$ cat config.mk
export PLATFORM = sky130hd
export DESIGN_NAME = ledarray_frame_ctrl_flat
export DESIGN_NICKNAME = d
export VERILOG_FILES = /design/src/rtl/ledarray_frame_ctrl_if.sv /design/src/rtl/ledarray_frame_ctrl.sv /design/src/flat_wrapper.sv
export SDC_FILE = /design/constraint.sdc
export NUM_CORES = 1
export LEC_CHECK = 0
export BUFFER_PORTS_ARGS = -buffer_cell sky130_fd_sc_hd__buf_2
export CAP_MARGIN = 20
export CORE_ASPECT_RATIO = 1.4
export CORE_MARGIN = 4
export CORE_UTILIZATION = 32
export CTS_CLUSTER_DIAMETER = 60
export CTS_CLUSTER_SIZE = 28
export DETAILED_ROUTE_END_ITERATION = 7
export SLEW_MARGIN = 15
export SYNTH_ARGS = -nofsm -noshare
export SYNTH_HDL_FRONTEND = slang
export SYNTH_SLANG_ARGS = --single-unit
export TNS_END_PERCENT = 10
$ cat constraint.sdc
create_clock -name clk -period 5.3 [get_ports clk]
set_clock_uncertainty 0.1 [all_clocks]
set_input_delay 0.265 -clock clk [delete_from_list [all_inputs] [get_ports clk]]
set_output_delay 0.265 -clock clk [all_outputs]
set_load 0.01 [all_outputs]
$ cat src/rtl/ledarray_frame_ctrl_if.sv
// Byte-stream and frame-stream handshake bundle for the LED-array frame controller.
// The controller uses the slave view; the UART/display side uses the master view.
interface ledarray_frame_ctrl_if;
  logic [7:0]  in_data;
  logic        in_valid;
  logic        in_ready;
  logic [55:0] frame_data;
  logic        light;
  logic        out_valid;
  logic        out_ready;

  modport master (
    output in_data, in_valid, out_ready,
    input  in_ready, frame_data, light, out_valid
  );

  modport slave (
    input  in_data, in_valid, out_ready,
    output in_ready, frame_data, light, out_valid
  );
endinterface

$ cat src/rtl/ledarray_frame_ctrl.sv
// Sync-hunting frame sequencer: UART bytes -> decoded 56-bit glyph frame + backlight bit.
// Optional trailing XOR checksum byte is enabled by defining FRAME_CSUM_EN.
module ledarray_frame_ctrl #(
  parameter int       CLK_FRE    = 50,
  parameter int       TIMEOUT_US = 1000,
  parameter bit [7:0] SYNC_BYTE  = 8'hAA
) (
  input  logic                 clk,
  input  logic                 rst_n,
  ledarray_frame_ctrl_if.slave io_bus,
  output logic                 o_err_timeout,
  output logic                 o_err_char,
  output logic                 o_err_csum,
  output logic [7:0]           o_err_cnt
);

  localparam int TIMEOUT_CYC = CLK_FRE * TIMEOUT_US;
  localparam int TCW         = $clog2(TIMEOUT_CYC + 1);
  localparam logic [TCW-1:0] TMO_LAST = TCW'(TIMEOUT_CYC - 1);

  typedef enum logic [1:0] {S_SYNC, S_PAYLOAD, S_CSUM, S_OUT} state_t;

  state_t          r_state, w_state_nxt;
  logic [2:0]      r_idx;
  logic [55:0]     r_shadow;
  logic            r_shadow_light;
  logic            r_char_err;
  logic [7:0]      r_xor;
  logic [TCW-1:0]  r_tmo_cnt;
  logic [55:0]     r_frame_data;
  logic            r_light;
  logic            r_out_valid;
  logic            r_err_timeout, r_err_char, r_err_csum;
  logic [7:0]      r_err_cnt;

  logic            w_in_ready, w_accept, w_in_frame;
  logic            w_sync_hit, w_pl_accept, w_last_pl, w_tmo_hit;
  logic            w_frame_end, w_csum_bad, w_char_fin;
  logic            w_set_csum, w_set_char, w_load_out;
  logic [7:0]      w_glyph;
  logic            w_bad_char;
  logic [55:0]     w_shadow_nxt;
  logic            w_light_nxt;

  assign w_in_ready  = (r_state != S_OUT);
  assign w_accept    = io_bus.in_valid && w_in_ready;
  assign w_in_frame  = (r_state == S_PAYLOAD) || (r_state == S_CSUM);
  assign w_sync_hit  = (r_state == S_SYNC) && w_accept && (io_bus.in_data == SYNC_BYTE);
  assign w_pl_accept = (r_state == S_PAYLOAD) && w_accept;
  assign w_last_pl   = w_pl_accept && (r_idx == 3'd6);
  assign w_tmo_hit   = w_in_frame && !w_accept && (r_tmo_cnt == TMO_LAST);
  assign w_char_fin  = r_char_err || (w_last_pl && w_bad_char);

`ifdef FRAME_CSUM_EN
  assign w_frame_end = (r_state == S_CSUM) && w_accept;
  assign w_csum_bad  = w_frame_end && (io_bus.in_data != r_xor);
`else
  assign w_frame_end = w_last_pl;
  assign w_csum_bad  = 1'b0;
`endif

  // Checksum failure outranks a bad character, so a frame raises one pulse at most.
  assign w_set_csum = w_frame_end && w_csum_bad;
  assign w_set_char = w_frame_end && !w_csum_bad && w_char_fin;
  assign w_load_out = w_frame_end && !w_csum_bad && !w_char_fin;

  always_comb begin
    w_glyph    = 8'h00;
    w_bad_char = 1'b0;
    if (r_idx == 3'd0) begin
      w_glyph = {1'b0, io_bus.in_data[6:0]} - 8'h40;
    end else if (r_idx == 3'd1) begin
      w_glyph = io_bus.in_data - 8'd55;
    end else if (io_bus.in_data >= 8'h41) begin
      w_glyph = {3'b000, io_bus.in_data[4:0]} + 8'd9;
    end else if (io_bus.in_data >= 8'h30) begin
      w_glyph = {4'b0000, io_bus.in_data[3:0]};
    end else begin
      w_bad_char = 1'b1;
    end
  end

  // Shadow including the byte being accepted, so the checksum-less build can load idx6 directly.
  always_comb begin
    w_shadow_nxt = r_shadow;
    w_light_nxt  = r_shadow_light;
    if (w_pl_accept) begin
      w_shadow_nxt[(6 - r_idx) * 8 +: 8] = w_glyph;
      if (r_idx == 3'd0) w_light_nxt = io_bus.in_data[7];
    end
  end

  always_ff @(posedge clk or negedge rst_n) begin
    if (!rst_n) r_state <= S_SYNC;
    else        r_state <= w_state_nxt;
  end

  always_comb begin
    w_state_nxt = r_state;
    case (r_state)
      S_SYNC:    if (w_sync_hit) w_state_nxt = S_PAYLOAD;
      S_PAYLOAD: begin
        if (w_tmo_hit) begin
          w_state_nxt = S_SYNC;
        end else if (w_last_pl) begin
`ifdef FRAME_CSUM_EN
          w_state_nxt = S_CSUM;
`else
          w_state_nxt = w_load_out ? S_OUT : S_SYNC;
`endif
        end
      end
`ifdef FRAME_CSUM_EN
      S_CSUM: begin
        if (w_tmo_hit)        w_state_nxt = S_SYNC;
        else if (w_frame_end) w_state_nxt = w_load_out ? S_OUT : S_SYNC;
      end
`endif
      S_OUT:     if (io_bus.out_ready) w_state_nxt = S_SYNC;
      default:   w_state_nxt = S_SYNC;
    endcase
  end

  always_ff @(posedge clk or negedge rst_n) begin
    if (!rst_n) begin
      r_idx          <= 3'd0;
      r_shadow       <= 56'd0;
      r_shadow_light <= 1'b0;
      r_char_err     <= 1'b0;
      r_xor          <= 8'h00;
    end else if (w_sync_hit || w_tmo_hit) begin
      r_idx          <= 3'd0;
      r_shadow       <= 56'd0;
      r_shadow_light <= 1'b0;
      r_char_err     <= 1'b0;
      r_xor          <= 8'h00;
    end else if (w_pl_accept) begin
      r_idx          <= r_idx + 3'd1;
      r_shadow       <= w_shadow_nxt;
      r_shadow_light <= w_light_nxt;
      r_char_err     <= r_char_err || w_bad_char;
      r_xor          <= r_xor ^ io_bus.in_data;
    end
  end

  always_ff @(posedge clk or negedge rst_n) begin
    if (!rst_n)                      r_tmo_cnt <= '0;
    else if (!w_in_frame || w_accept) r_tmo_cnt <= '0;
    else                             r_tmo_cnt <= r_tmo_cnt + TCW'(1);
  end

  always_ff @(posedge clk or negedge rst_n) begin
    if (!rst_n) begin
      r_frame_data <= 56'd0;
      r_light      <= 1'b0;
      r_out_valid  <= 1'b0;
    end else if (w_load_out) begin
      r_frame_data <= w_shadow_nxt;
      r_light      <= w_light_nxt;
      r_out_valid  <= 1'b1;
    end else if (r_out_valid && io_bus.out_ready) begin
      r_out_valid  <= 1'b0;
    end
  end

  always_ff @(posedge clk or negedge rst_n) begin
    if (!rst_n) begin
      r_err_timeout <= 1'b0;
      r_err_char    <= 1'b0;
      r_err_csum    <= 1'b0;
      r_err_cnt     <= 8'h00;
    end else begin
      r_err_timeout <= w_tmo_hit;
      r_err_char    <= w_set_char;
      r_err_csum    <= w_set_csum;
      if ((w_tmo_hit || w_set_char || w_set_csum) && (r_err_cnt != 8'hFF))
        r_err_cnt <= r_err_cnt + 8'd1;
    end
  end

  assign io_bus.in_ready   = w_in_ready;
  assign io_bus.frame_data = r_frame_data;
  assign io_bus.light      = r_light;
  assign io_bus.out_valid  = r_out_valid;
  assign o_err_timeout     = r_err_timeout;
  assign o_err_char        = r_err_char;
  assign o_err_csum        = r_err_csum;
  assign o_err_cnt         = r_err_cnt;

endmodule

$ cat src/flat_wrapper.sv
// flat-port wrapper written by rule: the top's interface ports become plain ports
module ledarray_frame_ctrl_flat 
#(
  parameter int       CLK_FRE    = 50,
  parameter int       TIMEOUT_US = 1000,
  parameter bit [7:0] SYNC_BYTE  = 8'hAA
)
  (clk, rst_n, o_err_timeout, o_err_char, o_err_csum, o_err_cnt, io_bus_in_data, io_bus_in_valid, io_bus_out_ready, io_bus_in_ready, io_bus_frame_data, io_bus_light, io_bus_out_valid);
  ledarray_frame_ctrl_if io_bus_i ();
  input  logic clk;
  input  logic rst_n;
  output logic o_err_timeout;
  output logic o_err_char;
  output logic o_err_csum;
  output logic [7:0] o_err_cnt;
  input wire logic [$bits(io_bus_i.in_data)-1:0] io_bus_in_data;
  input wire logic [$bits(io_bus_i.in_valid)-1:0] io_bus_in_valid;
  input wire logic [$bits(io_bus_i.out_ready)-1:0] io_bus_out_ready;
  output wire logic [$bits(io_bus_i.in_ready)-1:0] io_bus_in_ready;
  output wire logic [$bits(io_bus_i.frame_data)-1:0] io_bus_frame_data;
  output wire logic [$bits(io_bus_i.light)-1:0] io_bus_light;
  output wire logic [$bits(io_bus_i.out_valid)-1:0] io_bus_out_valid;
  assign io_bus_i.in_data = io_bus_in_data;
  assign io_bus_i.in_valid = io_bus_in_valid;
  assign io_bus_i.out_ready = io_bus_out_ready;
  assign io_bus_in_ready = io_bus_i.in_ready;
  assign io_bus_frame_data = io_bus_i.frame_data;
  assign io_bus_light = io_bus_i.light;
  assign io_bus_out_valid = io_bus_i.out_valid;
  ledarray_frame_ctrl #(.CLK_FRE(CLK_FRE), .TIMEOUT_US(TIMEOUT_US), .SYNC_BYTE(SYNC_BYTE)) u_core (.clk(clk), .rst_n(rst_n), .io_bus(io_bus_i), .o_err_timeout(o_err_timeout), .o_err_char(o_err_char), .o_err_csum(o_err_csum), .o_err_cnt(o_err_cnt));
endmodule
## Word level (Yosys, flattened, before mapping)

Index checks and enable logic that the tools add are counted.

| operators by class | value |
|---|---|
| shift-type cells | 2 |
| reduce and logical (&&, ||, !) cells | 26 |
| muxes and demuxes | 29 |
| magnitude comparators | 2 |
| eq/ne operators | 12 |
| add/sub/neg operators | 8 |

Operators by type and width:

| operator | number |
|---|---|
| $mux 56 | 3 |
| $bwmux 56 | 1 |
| $shift 8x34->56 const A | 1 |
| $shiftx 8x34->56 | 1 |
| $neg 32->34 | 1 |
| $mux 8 | 3 |
| $add 16x1->16 const B | 1 |
| $eq 16x16->1 const B | 1 |
| $mux 16 | 1 |
| $logic_and 1x1->1 | 12 |
| $mux 1 | 12 |
| $mux 2 | 5 |
| $add 8x1->8 const B | 1 |
| $eq 8x8->1 const B | 1 |
| $ge 8x6->1 const B | 1 |
| $ge 8x7->1 const B | 1 |
| $ne 8x8->1 const B | 1 |
| $sub 7x7->8 const B | 1 |
| $sub 8x6->8 const B | 1 |
| $add 5x4->6 const B | 1 |
| $logic_or 1x1->1 | 6 |
| $mux 3 | 2 |
| $pmux 2 s3 | 1 |
| $eq 2x2->1 const B | 2 |
| other kinds (14) | 18 |

| storage, ports and cells | value |
|---|---|
| bits in registers | 147 |
| word-level logic and storage cells | 91 |
| output and inout bits | 70 |
| input bits | 12 |

## Longest topological paths before layout

Gate-level depths: netlist (run 1).

| depth | value |
|---|---|
| depth after elaboration | 13 |
| mapped depth | 12 |
| depth with buffers taken out | 10 |

## Worst setup path before layout (run 1)

No wires, ideal clock.

| timing path | value |
|---|---|
| kind | reg2reg |
| start | register u_core.r_idx[0] |
| end | register u_core.r_frame_data[53], in the netlist u_core.io_bus.frame_data[53] |
| path slack | 2.302 ns |
| buffers on the path | 2 |
| clock period less this slack | 2.998 ns |
| data arrival time | 2.766 ns |
| setup time | 0.132 ns |
| stages on the path, launching flop included | 12 |
| required time | 5.068 ns |
| path through | dfrtp_1 inv_1 ha_1 buf_2 nand3_1 ha_1 and4bb_1 buf_2 nand2b_1 nor4_4 mux2i_1 o21ai_1 |

| on the way | value |
|---|---|
| longest elaborated chain between the ends | 7 |
| elaborated cells between the ends (all ways) | 18 |
| those cells by class | add/sub (2); eq/ne (2); shift (2); mux (6); reduce/logical (6) |

RTL lines:

| item | line | source |
|---|---|---|
| start: declaration | ledarray_frame_ctrl.sv:24 | `logic [2:0] r_idx;` |
| start signal: assignment | ledarray_frame_ctrl.sv:138 | `r_idx <= r_idx + 3'd1;` |
| parallel branches: the longest is 7 deep, another holds $neg 32->34 | n/a |  |
| end signal: assignment | ledarray_frame_ctrl.sv:158 | `r_frame_data <= w_shadow_nxt;` |
| end: declaration | ledarray_frame_ctrl.sv:30 | `logic [55:0] r_frame_data;` |

Parallel ways; which one is timed is not known.
A chain may end at the register's enable or synchronous reset.

## Worst setup path in the final report (run 1)

| timing path | value |
|---|---|
| start | register u_core.r_idx[0] |
| end | register u_core.r_shadow[34] |

| on the way | value |
|---|---|
| longest elaborated chain between the ends | 8 |
| elaborated cells between the ends (all ways) | 12 |
| those cells by class | add/sub (2); eq/ne (1); shift (2); mux (6); reduce/logical (1) |

RTL lines:

| item | line | source |
|---|---|---|
| parallel branches: the longest is 4 deep, another holds $neg 32->34 | n/a |  |
| $bwmux 56 (*) | ledarray_frame_ctrl.sv:88 | `w_shadow_nxt[(6 - r_idx) * 8 +: 8] = w_glyph;` |
| $mux 56 (*) | ledarray_frame_ctrl.sv:87 | `if (w_pl_accept) begin` |
| $mux 56 (*) | ledarray_frame_ctrl.sv:137 | `end else if (w_pl_accept) begin` |
| $mux 56 (*) | ledarray_frame_ctrl.sv:131 | `end else if (w_sync_hit \|\| w_tmo_hit) begin` |
| end signal: assignment | ledarray_frame_ctrl.sv:139 | `r_shadow <= w_shadow_nxt;` |
| end: declaration | ledarray_frame_ctrl.sv:25 | `logic [55:0] r_shadow;` |

Mark *: on every way between the ends. The select of a mux whose other input is x is not followed.

==> results, run 1 <==
- The run finished with clean final reports.
- In this run the mean area of a mapped cell was 9.97 sq um.
- Across the VDD grid, the largest voltage drop is 266 uV.
- For this design the ratio of total power to cell area is 532 nW/um^2.
- The number of H-tree levels is 4.
- During I/O placement, the number of pins put on the boundary was 82.
- STA puts the critical path data required time at 5.46 ns.
- The synthesis-stage register bit count is 147.
- The largest fanout on the critical path is 12.
- The capture instance of the worst register-to-register path is u_core.r_shadow[34]$_DFFE_PN0P_.
- The count of unique library cells instantiated by Yosys is 75.
- The reported leakage power is 3.81 nW.
- The final routed wire length divided by cell count is 16.5 um.
- The iteration-0 DRC count of the detailed router is 305.
- The part of the Yosys area used for sequential elements is 0.527.
- Measured along the x axis, the die boundary spans 133 um.
- The final design area excluding fillers is 8220 sq um.
- Data arrives at the worst endpoint at 4.03 ns.
- The first detailed-routing pass took 5 iterations.
- Adding up every negative setup slack in the final design gives 0 ns.
- The buffer cell driving the clock tree root is clkbuf_16.
- The worst min-delay path class is in2reg.
- The headroom to the max-slew limit is 0.260.
- The biggest area contributor in the post-synthesis netlist is dfrtp_1.
- In the post-synthesis netlist, the biggest area contributors are dfrtp_1, nor2_1, nand2_1.
- The starting density of the core is 0.327.
- Entering global routing, the biggest net connects 98 pins.
- The worst hold path was traced through 3 stages.
- Wires add up to 17800 um.
- After floorplanning, the core was sized to cover 21400 sq um.
- The startpoint class of the critical path is a flip-flop.
- The ratio of cells with drive above 1 in the final layout is 0.175.
- Setup repair after global routing left no endpoint under its margin.
- The number of global-route vias before repair is 5320.
- The vias after detailed routing is 5390.
- In this run the deepest clock path goes through 2 buffers.
- In this run the most critical hold path is launched from io_bus_in_valid.
- The area of the mapped netlist is 6980 sq um.
- Routability-driven placement finished with a final weighted congestion of 0.879.
- The area enclosed by the die boundary is 24300 sq um.
- The post-route antenna net violation count is 0.
- The HPWL after detailed placement is 12300 um.
- The remaining design rule violation count is 0.
- The number of clock sinks seen by CTS is 147.
- The share of Yosys cell area claimed by the top area cell type is 0.527.
- The minimum clock period is 3.88 ns.
- The top flip-flop cell by instance count after synthesis is dfrtp_1.
- The share of the cycle needed by the critical path after routing is 0.732.
- The number of maximum-capacitance constraint violations is 0.
- For the pin with the worst max-slew slack, the measured transition is 1.11 ns.
- The initial antenna violation count is 2.
- Setup slack on the worst reg-to-reg path comes out at 1.42 ns.
- The number of placement rows is 63.
- During synthesis, Yosys emitted a total of 0 warnings.
- Dividing the detail-routed via count by the number of cells gives 5.01.
- The class of the most critical setup path is reg2reg.
- Setup violations remaining at the end of the flow were counted as 0.
- The cell count after synthesis came out at 700.
- The commonest cells after synthesis are dfrtp_1, nor2_1, nand2_1, a21oi_1, nor3_1.
- The most common cell in the netlist is dfrtp_1.
- For hold timing, the worst endpoint is u_core.r_tmo_cnt[1]$_DFF_PN0_.
- In this run the cell area measured after placement is 7640 sq um.
- STA classifies the critical path endpoint as a flip-flop.
- The count of cells resized by post-cts repair is 0.
- The number of failing hold endpoints at the final stage came to 0.
- At the later pin of the worst-skew pair, clock insertion delay measures 0.42 ns.
- After clock tree synthesis, the clock-pin slew on the worst setup and hold paths is 0.06 ns.
- Timing would allow up to 0.258 GHz.
- In the final design database the tool counted 803 nets.
- The number of I/O port buffers is 80.
- The share of flip-flops with an asynchronous set or reset is 1.00.
- The global-route wire length before repair is 29200 um.
- The layout-stage area growth over the synthesis result is 17.8%.
- TritonCTS created 17 clock buffers.
- The startpoint identified for the worst register-to-register timing path is u_core.r_idx[0]$_DFFE_PN0P_.
- The number of nets produced by synthesis is 731.
- The number of antenna diodes in the final layout is 0.
- The number of synthesized flops with an enable pin is 0.
- The depth of the worst register-to-register path is 9.
- The TritonCTS clock tree is done.
- The floorplan step set the die height to 183 um.
- For this run, the total global-route usage over all layers was measured as 0.151.
- The final count of pins violating max slew was 0.
- Summed over all layers, the global routing overflow is 0.
## state kept, by name, summed over array words and instances (netlist names)
signal and count:
u_core.io_bus.frame_data 56, u_core.r_shadow 56, u_core.r_tmo_cnt 16, u_core.o_err_cnt 8, u_core.r_idx 3, u_core.r_state 2, u_core.io_bus.light 1, u_core.io_bus.out_valid 1
u_core.o_err_char 1, u_core.o_err_timeout 1, u_core.r_char_err 1, u_core.r_shadow_light 1
## worst max path at each step
stage | start | to | slack, ns
2_1_floorplan | u_core.r_idx[0]$_DFFE_PN0P_ | u_core.io_bus.frame_data[53]$_DFFE_PN0P_ | 2.30
5_1_grt | u_core.r_idx[0]$_DFFE_PN0P_ | u_core.r_shadow[34]$_DFFE_PN0P_ | 1.11
4_1_cts | u_core.r_idx[0]$_DFFE_PN0P_ | u_core.r_shadow[35]$_DFFE_PN0P_ | 1.46
6_report | u_core.r_idx[0]$_DFFE_PN0P_ | u_core.r_shadow[34]$_DFFE_PN0P_ | 1.42
3_3_place_gp | u_core.r_idx[0]$_DFFE_PN0P_ | u_core.r_shadow[34]$_DFFE_PN0P_ | 1.61
3_5_place_dp | u_core.r_idx[0]$_DFFE_PN0P_ | u_core.r_shadow[35]$_DFFE_PN0P_ | 1.46
## worst max-delay path, cell delays in order, from the launching register on
cell      delay [ns]
dfrtp_1         0.50
inv_1           0.18
ha_1            0.60
nand3_1         0.17
ha_1            0.37
and4bb_1        0.53
nand3_4         0.11
nor3_2          0.70
nor3b_1         0.34
nor3_1          0.09
## routing by layer
layer	GRT usage	wire [um]	vias to the layer above
met3	0.0376	775	27
met5	0	20	-
met2	0.253	9040	123
met1	0.191	7600	2614
li1	-	-	2622
met4	0.0512	333	4
## report_power, final
| part | switching, mW | internal, mW |
|---|---|---|
| sequential | 0.184 | 1.46 |
| clock | 0.480 | 0.670 |
| combinational | 1.00 | 0.584 |
## what timing repair did
item                                    CTS  global route
setup buffers                             0             0
hold buffers                              2             0
endpoints found under the hold margin    97             0
endpoints found under the setup margin    0             0
## stage by stage
stage               setup slack (ns)  utilization  hold slack [ns]  instances  total power [mW]
finish                          1.42        0.385            0.161       1076              4.38
global placement                1.61        0.358            0.323       1043              3.23
detailed placement              1.46        0.358            0.327       1043              3.26
floorplan                       2.30            -           -0.131        700              2.76
CTS                             1.46        0.385            0.147       1076              4.43
global route                    1.11        0.385            0.199       1076              4.68
## cell families (layout without fill, tap and decap cells)
family,Yosys count,after routing,synth area share
fa+ha+maj,19,19,0.0341
compound gates,145,145,0.132
other cells,1,1,0.000537
buf+inv,49,133,0.0292
mux,12,12,0.0174
xor+xnor,22,22,0.0323
flops,147,147,0.527
simple gates,305,305,0.228
## final cells by class
cell class,instances,area [sq um]
Fill cell,2158,13100
Sequential cell,147,3680
Clock inverter,11,103
Inverter,17,63.8
Timing Repair Buffer,85,449
Clock buffer,20,457
Tap cell,292,365
Multi-Input combinational cell,504,3110
## placed cells by master, fill, tap and decap left out, types with 3 or more instances in the layout
cell | synthesis | layout
mux2i_1 | 11 | 11
nor3b_1 | 3 | 3
clkinvlp_4 | 0 | 3
o21ai_1 | 9 | 9
a21oi_1 | 46 | 46
clkbuf_16 | 0 | 17
ha_1 | 19 | 19
and3_1 | 7 | 7
nand4_1 | 10 | 10
xnor2_1 | 5 | 5
nor4_1 | 5 | 4
clkinv_2 | 0 | 3
o31ai_1 | 14 | 14
inv_6 | 0 | 3
buf_2 | 10 | 79
xor2_1 | 15 | 15
and2_1 | 3 | 3
nor2b_1 | 4 | 4
nand2_1 | 80 | 79
inv_1 | 17 | 17
buf_4 | 2 | 3
a31oi_1 | 20 | 20
o21ai_0 | 25 | 25
nor4bb_1 | 3 | 3
nand3_1 | 25 | 25
nor2_1 | 97 | 97
or3_1 | 3 | 3
a22oi_1 | 6 | 6
nand2b_1 | 7 | 7
nor3_1 | 30 | 30
nor4_4 | 3 | 3
dfrtp_1 | 147 | 147
o2111ai_1 | 3 | 3
(Power assumes the default switching activity.)
==> run 2: changes to the inputs <==
--- a/config.mk
+++ b/config.mk
@@ -5,6 +5,7 @@
 export SDC_FILE = /design/constraint.sdc
 export NUM_CORES = 1
 export LEC_CHECK = 0
+export ABC_AREA = 1
 export BUFFER_PORTS_ARGS = -buffer_cell sky130_fd_sc_hd__buf_2
 export CAP_MARGIN = 20
 export CORE_ASPECT_RATIO = 1.4
==> constraint.sdc (replaced) <==
create_clock -name clk -period 3.9 [get_ports clk]
set_clock_uncertainty 0.1 [all_clocks]
set_input_delay 0.195 -clock clk [delete_from_list [all_inputs] [get_ports clk]]
set_output_delay 0.195 -clock clk [all_outputs]
set_load 0.01 [all_outputs]
==> results, run 2 <==
- The number of buffers inserted for hold repair after clock tree synthesis is 2 (unchanged).
- The number of maximum-capacitance constraint violations was 0 (unchanged).
- The total CTS buffers was 17 (unchanged).
- The number of antenna diodes is 0 (unchanged).
- The detailed-placement wirelength estimate is 13200 um (+7.6%).
- STA classifies the critical path startpoint as a flip-flop.
- The initial antenna violation count came to 0 (-2).
- The share of the cycle needed by the critical path after routing is 0.818 (+0.0860).
- The cell family contributing the most delay on the critical path is simple AND/OR/NAND/NOR gates.
- The all-layer global routing usage is 0.153 (+0.00179).
- The number of I/O port buffers came to 80 (unchanged).
- In the post-synthesis netlist, the biggest area contributors are dfrtp_1, nand2_1, nand3_1.
- The clock-pin slew of the registers on the worst-case setup and hold paths is 0.06 ns (about the same).
- The post-route antenna net violation count is 0 (unchanged).
- The commonest cells after synthesis are nand2_1, dfrtp_1, nor2_1, nand3_1, inv_1.
- The highest-delay cell along the critical path is dfrtp_1.
- The vias per cell is 4.64 (-7.3%).
- The count of cells resized by post-cts repair is 0 (unchanged).
- The final count of pins violating max slew is 0 (unchanged).
- The peak ir drop on the vdd network is 362 uV (+36%).
- The largest fanout on the critical path was 12 (unchanged).
- The areal power density over the cells is 587 nW/um^2 (+10%).
- The run finished with clean final reports.
- The I/O pin count is 82 (unchanged).
- Setup repair after global routing left no endpoint under its margin.
- The final design area excluding fillers is 8530 sq um (+3.7%).
- Leaving out fill and tap cells, the most frequent cell in the layout is nand2_1.
- The part of the total power dissipated in sequential elements is 0.372 (-0.003).
- The overall overflow remaining after global route was 0 (unchanged).
- The multi-input gate area in the final layout was 3080 sq um (-1.0%).
- The chip width came to 135 um (+1.5%).
- The number of synthesized flops with an enable pin is 0 (unchanged).
- The final routed wire length divided by cell count is 14.3 um (-13%).
- The switching share of power was 0.371 (-0.00916).
- The critical path data arrival time is 3.40 ns (-0.63 ns).
- The fraction of power consumed by the clock network came to 0.324 (+0.061).
- The placer congestion estimate is 0.900 (+2.4%).
- The data required time of the critical path is 4.11 ns (-1.35 ns).
- The power spent charging and discharging nets was 1.86 mW (+12%).
- The internal cell power is 3.15 mW (+16%).
- The minimum clock period was 3.19 ns (-0.689 ns).
- The number of H-tree levels came to 4 (unchanged).
- The buffer cell driving the clock tree root is clkbuf_16.
- The net count of the finished layout is 1010 (+26%).
- The class of the most critical setup path is reg2reg.
- The top achievable clock speed is 0.314 GHz (+22%).
- The setup fix buffers added after clock tree synthesis was 0 (unchanged).
- The worst setup path is captured at a flip-flop.
- The filler cell count in the final layout is 2252 (+4.4%).
- The total placed instance area was 7920 sq um (+3.6%).
- The number of placement rows is 64 (+1.6%).
- The remaining design rule violation count is 0 (unchanged).
- The insertion delay of the later-clocked pin in the worst-skew pair is 0.43 ns (about the same).
- The number of detailed-routing iterations run before antenna repair is 5 (unchanged).
- In the synthesized netlist the dominant register cell turns out to be dfrtp_1.
- The post-synthesis cell type with the largest combined area is dfrtp_1.
- The cell repeated most along the worst path is nand2_1.
- The share of Yosys cell area claimed by the top area cell type came to 0.511 (-0.0162).
- The starting density of the core came to 0.327 (about the same).
- The mean cell area of the mapped netlist is 8.03 sq um (-19%).
- The vias after detailed routing is 5984 (+11%).
- The number of buffer and inverter instances along the worst setup path was 5 (+4).
- The count of unique library cells instantiated by Yosys is 39 (-48%).
- The setup violation total in the final timing report was 0 (unchanged).
- The gate count of the mapped netlist is 897 (+28%).
- The area enclosed by the die boundary is 25000 sq um (+3.0%).
- The floorplan core area is 22000 sq um (+3.1%).
- The setup total negative slack is 0 ns (unchanged).
- The iteration-0 DRC count of the detailed router is 304 (-0.33%).
- The global-route wire length before repair is 30300 um (+3.9%).
- The die height was 186 um (+1.5%).
- Yosys instantiated no cell more often than nand2_1.
- The area taken by flip-flops and latches came to 3680 sq um (unchanged).
- The layout-stage area growth over the synthesis result is 18.4%.
- The worst-case clock buffer depth is 2 (unchanged).
- The maximum single-stage delay on the critical path is 0.49 ns (-0.21 ns).
- The wire length reported by the detailed router is 18500 um (+3.9%).
- In this run the worst hold path is classified as in2reg.
- The number of clock sinks seen by CTS is 147 (unchanged).
- The fraction of power consumed by combinational cells is 0.305 (-0.057).
- The library cells used most frequently in the layout, excluding fill and tap cells, are nand2_1, dfrtp_1, buf_2.
- The ratio of cells with drive above 1 in the final layout is 0.170 (-0.00438).
- The reported leakage power is 4.54 nW (+19%).
- The number of nets produced by synthesis is 928 (+27%).
- The number of synthesis warnings is 0 (unchanged).
- The synthesis-stage register bit count is 147 (unchanged).
- The pin count of the biggest net entering global routing is 106 (+8.2%).
- The part of the Yosys area used for sequential elements came to 0.511 (-0.0162).
- The headroom to the max-slew limit is 0.363 (+0.103).
- TritonCTS built the clock tree.
- The share of flip-flops with an asynchronous set or reset is 1.00 (unchanged).
- The number of global-route vias before repair is 5828 (+9.5%).
- The actual transition at the worst max-transition pin was 0.956 ns (-0.155 ns).
- The area of the mapped netlist is 7200 sq um (+3.2%).
- The signal on the critical path passes through inv_1 -> ha_1 -> nand2_1 -> nor2_1 -> inv_1 -> ha_1 -> inv_1 -> nand2_1 -> inv_1 -> nand2_2 -> nor2_2 -> inv_1 -> nand2_1 -> nand2_1 -> nand2_1 -> nand2_1.
- The number of failing hold endpoints at the final stage is 0 (unchanged).
## run 2: cell types whose count changed after synthesis, sizes merged, moves of 9 or more
| cell | previous run | this run |
|---|---|---|
| o21ai | 34 | 51 |
| nor2 | 100 | 84 |
| o31ai | 14 | 0 |
| nand3 | 26 | 72 |
| nor3 | 31 | 9 |
| a31oi | 20 | 1 |
| xor2 | 15 | 6 |
| or2 | 1 | 12 |
| nand2 | 80 | 311 |
| inv | 17 | 81 |
| mux2i | 11 | 0 |
## run 2: metal layers
layer  GRT usage  vias to the layer above  part of all wire
met4      0.0473                        0             0.017
met5           0                        -                 0
met2       0.250                      126              0.48
met3      0.0306                       21             0.039
met1       0.206                     2816              0.47
li1            -                     3021                 -
## run 2: path summary, 6_finish.rpt
check / start / slack, ns / to / cells past startpoint
min: io_bus_in_valid / 0.16 / u_core.r_tmo_cnt[1]$_DFF_PN0_ / 4
min in group asynchronous: rst_n / 0.36 / u_core.io_bus.frame_data[8]$_DFFE_PN0P_ / 2
max: u_core.r_idx[0]$_DFFE_PN0P_ / 0.71 / u_core.io_bus.frame_data[40]$_DFFE_PN0P_ / 16
max reg2reg: u_core.r_idx[0]$_DFFE_PN0P_ / 0.71 / u_core.io_bus.frame_data[40]$_DFFE_PN0P_ / 16
max in group asynchronous: rst_n / 2.43 / u_core.r_tmo_cnt[3]$_DFF_PN0_ / 3
min reg2reg: u_core.r_tmo_cnt[0]$_DFF_PN0_ / 0.36 / u_core.r_tmo_cnt[0]$_DFF_PN0_ / 1
## run 2: cells by family (layout without fill, tap and decap cells)
| logic type | count (synthesis) | count (layout) | share of synthesized area |
|---|---|---|---|
| buffers and inverters | 111 | 206 | 0.0629 |
| other | 1 | 1 | 0.000521 |
| AOI/OAI and AO/OA | 97 | 97 | 0.0719 |
| and+or+nand+nor | 511 | 511 | 0.308 |
| adders and majority gates | 19 | 19 | 0.0330 |
| xor gates and xnor gates | 11 | 11 | 0.0134 |
| DFF | 147 | 147 | 0.511 |
## run 2: worst reg2reg max path, delay by kind of cell (launching register included)
kind / cells / cell delay [ns]
DFF: 1 / 0.49
adders and majority gates: 2 / 0.68
and+or+nand+nor: 9 / 1.18
buffers and inverters: 5 / 0.64
## run 2: layout make-up
cell class                 instances  area share
tap                              297      0.0436
sequential                       147       0.431
multi-input combinational        639       0.361
clock buffer                      18      0.0515
timing repair buffer              91      0.0594
inverter                          83      0.0365
clock inverter                    14      0.0169
## run 2: metrics by stage
step,setup WS [ns],util,power [mW],instances,hold slack (ns)
after global routing,0.375,0.387,5.33,1289,0.242
after detailed placement,0.721,0.360,3.41,1255,0.304
final,0.711,0.387,5.01,1289,0.164
after CTS,0.705,0.387,5.05,1289,0.171
after floorplan,1.21,-,2.99,897,-0.201
after global placement,0.780,0.360,3.38,1255,0.301
## run 2: power groups by stage
stage	Sequential (mW)	Combinational, mW	Clock [mW]
global route	1.89	1.72	1.73
CTS	1.86	1.53	1.66
detailed placement	1.89	1.53	0
finish	1.86	1.53	1.62
global placement	1.88	1.50	0
floorplan	1.87	1.12	0
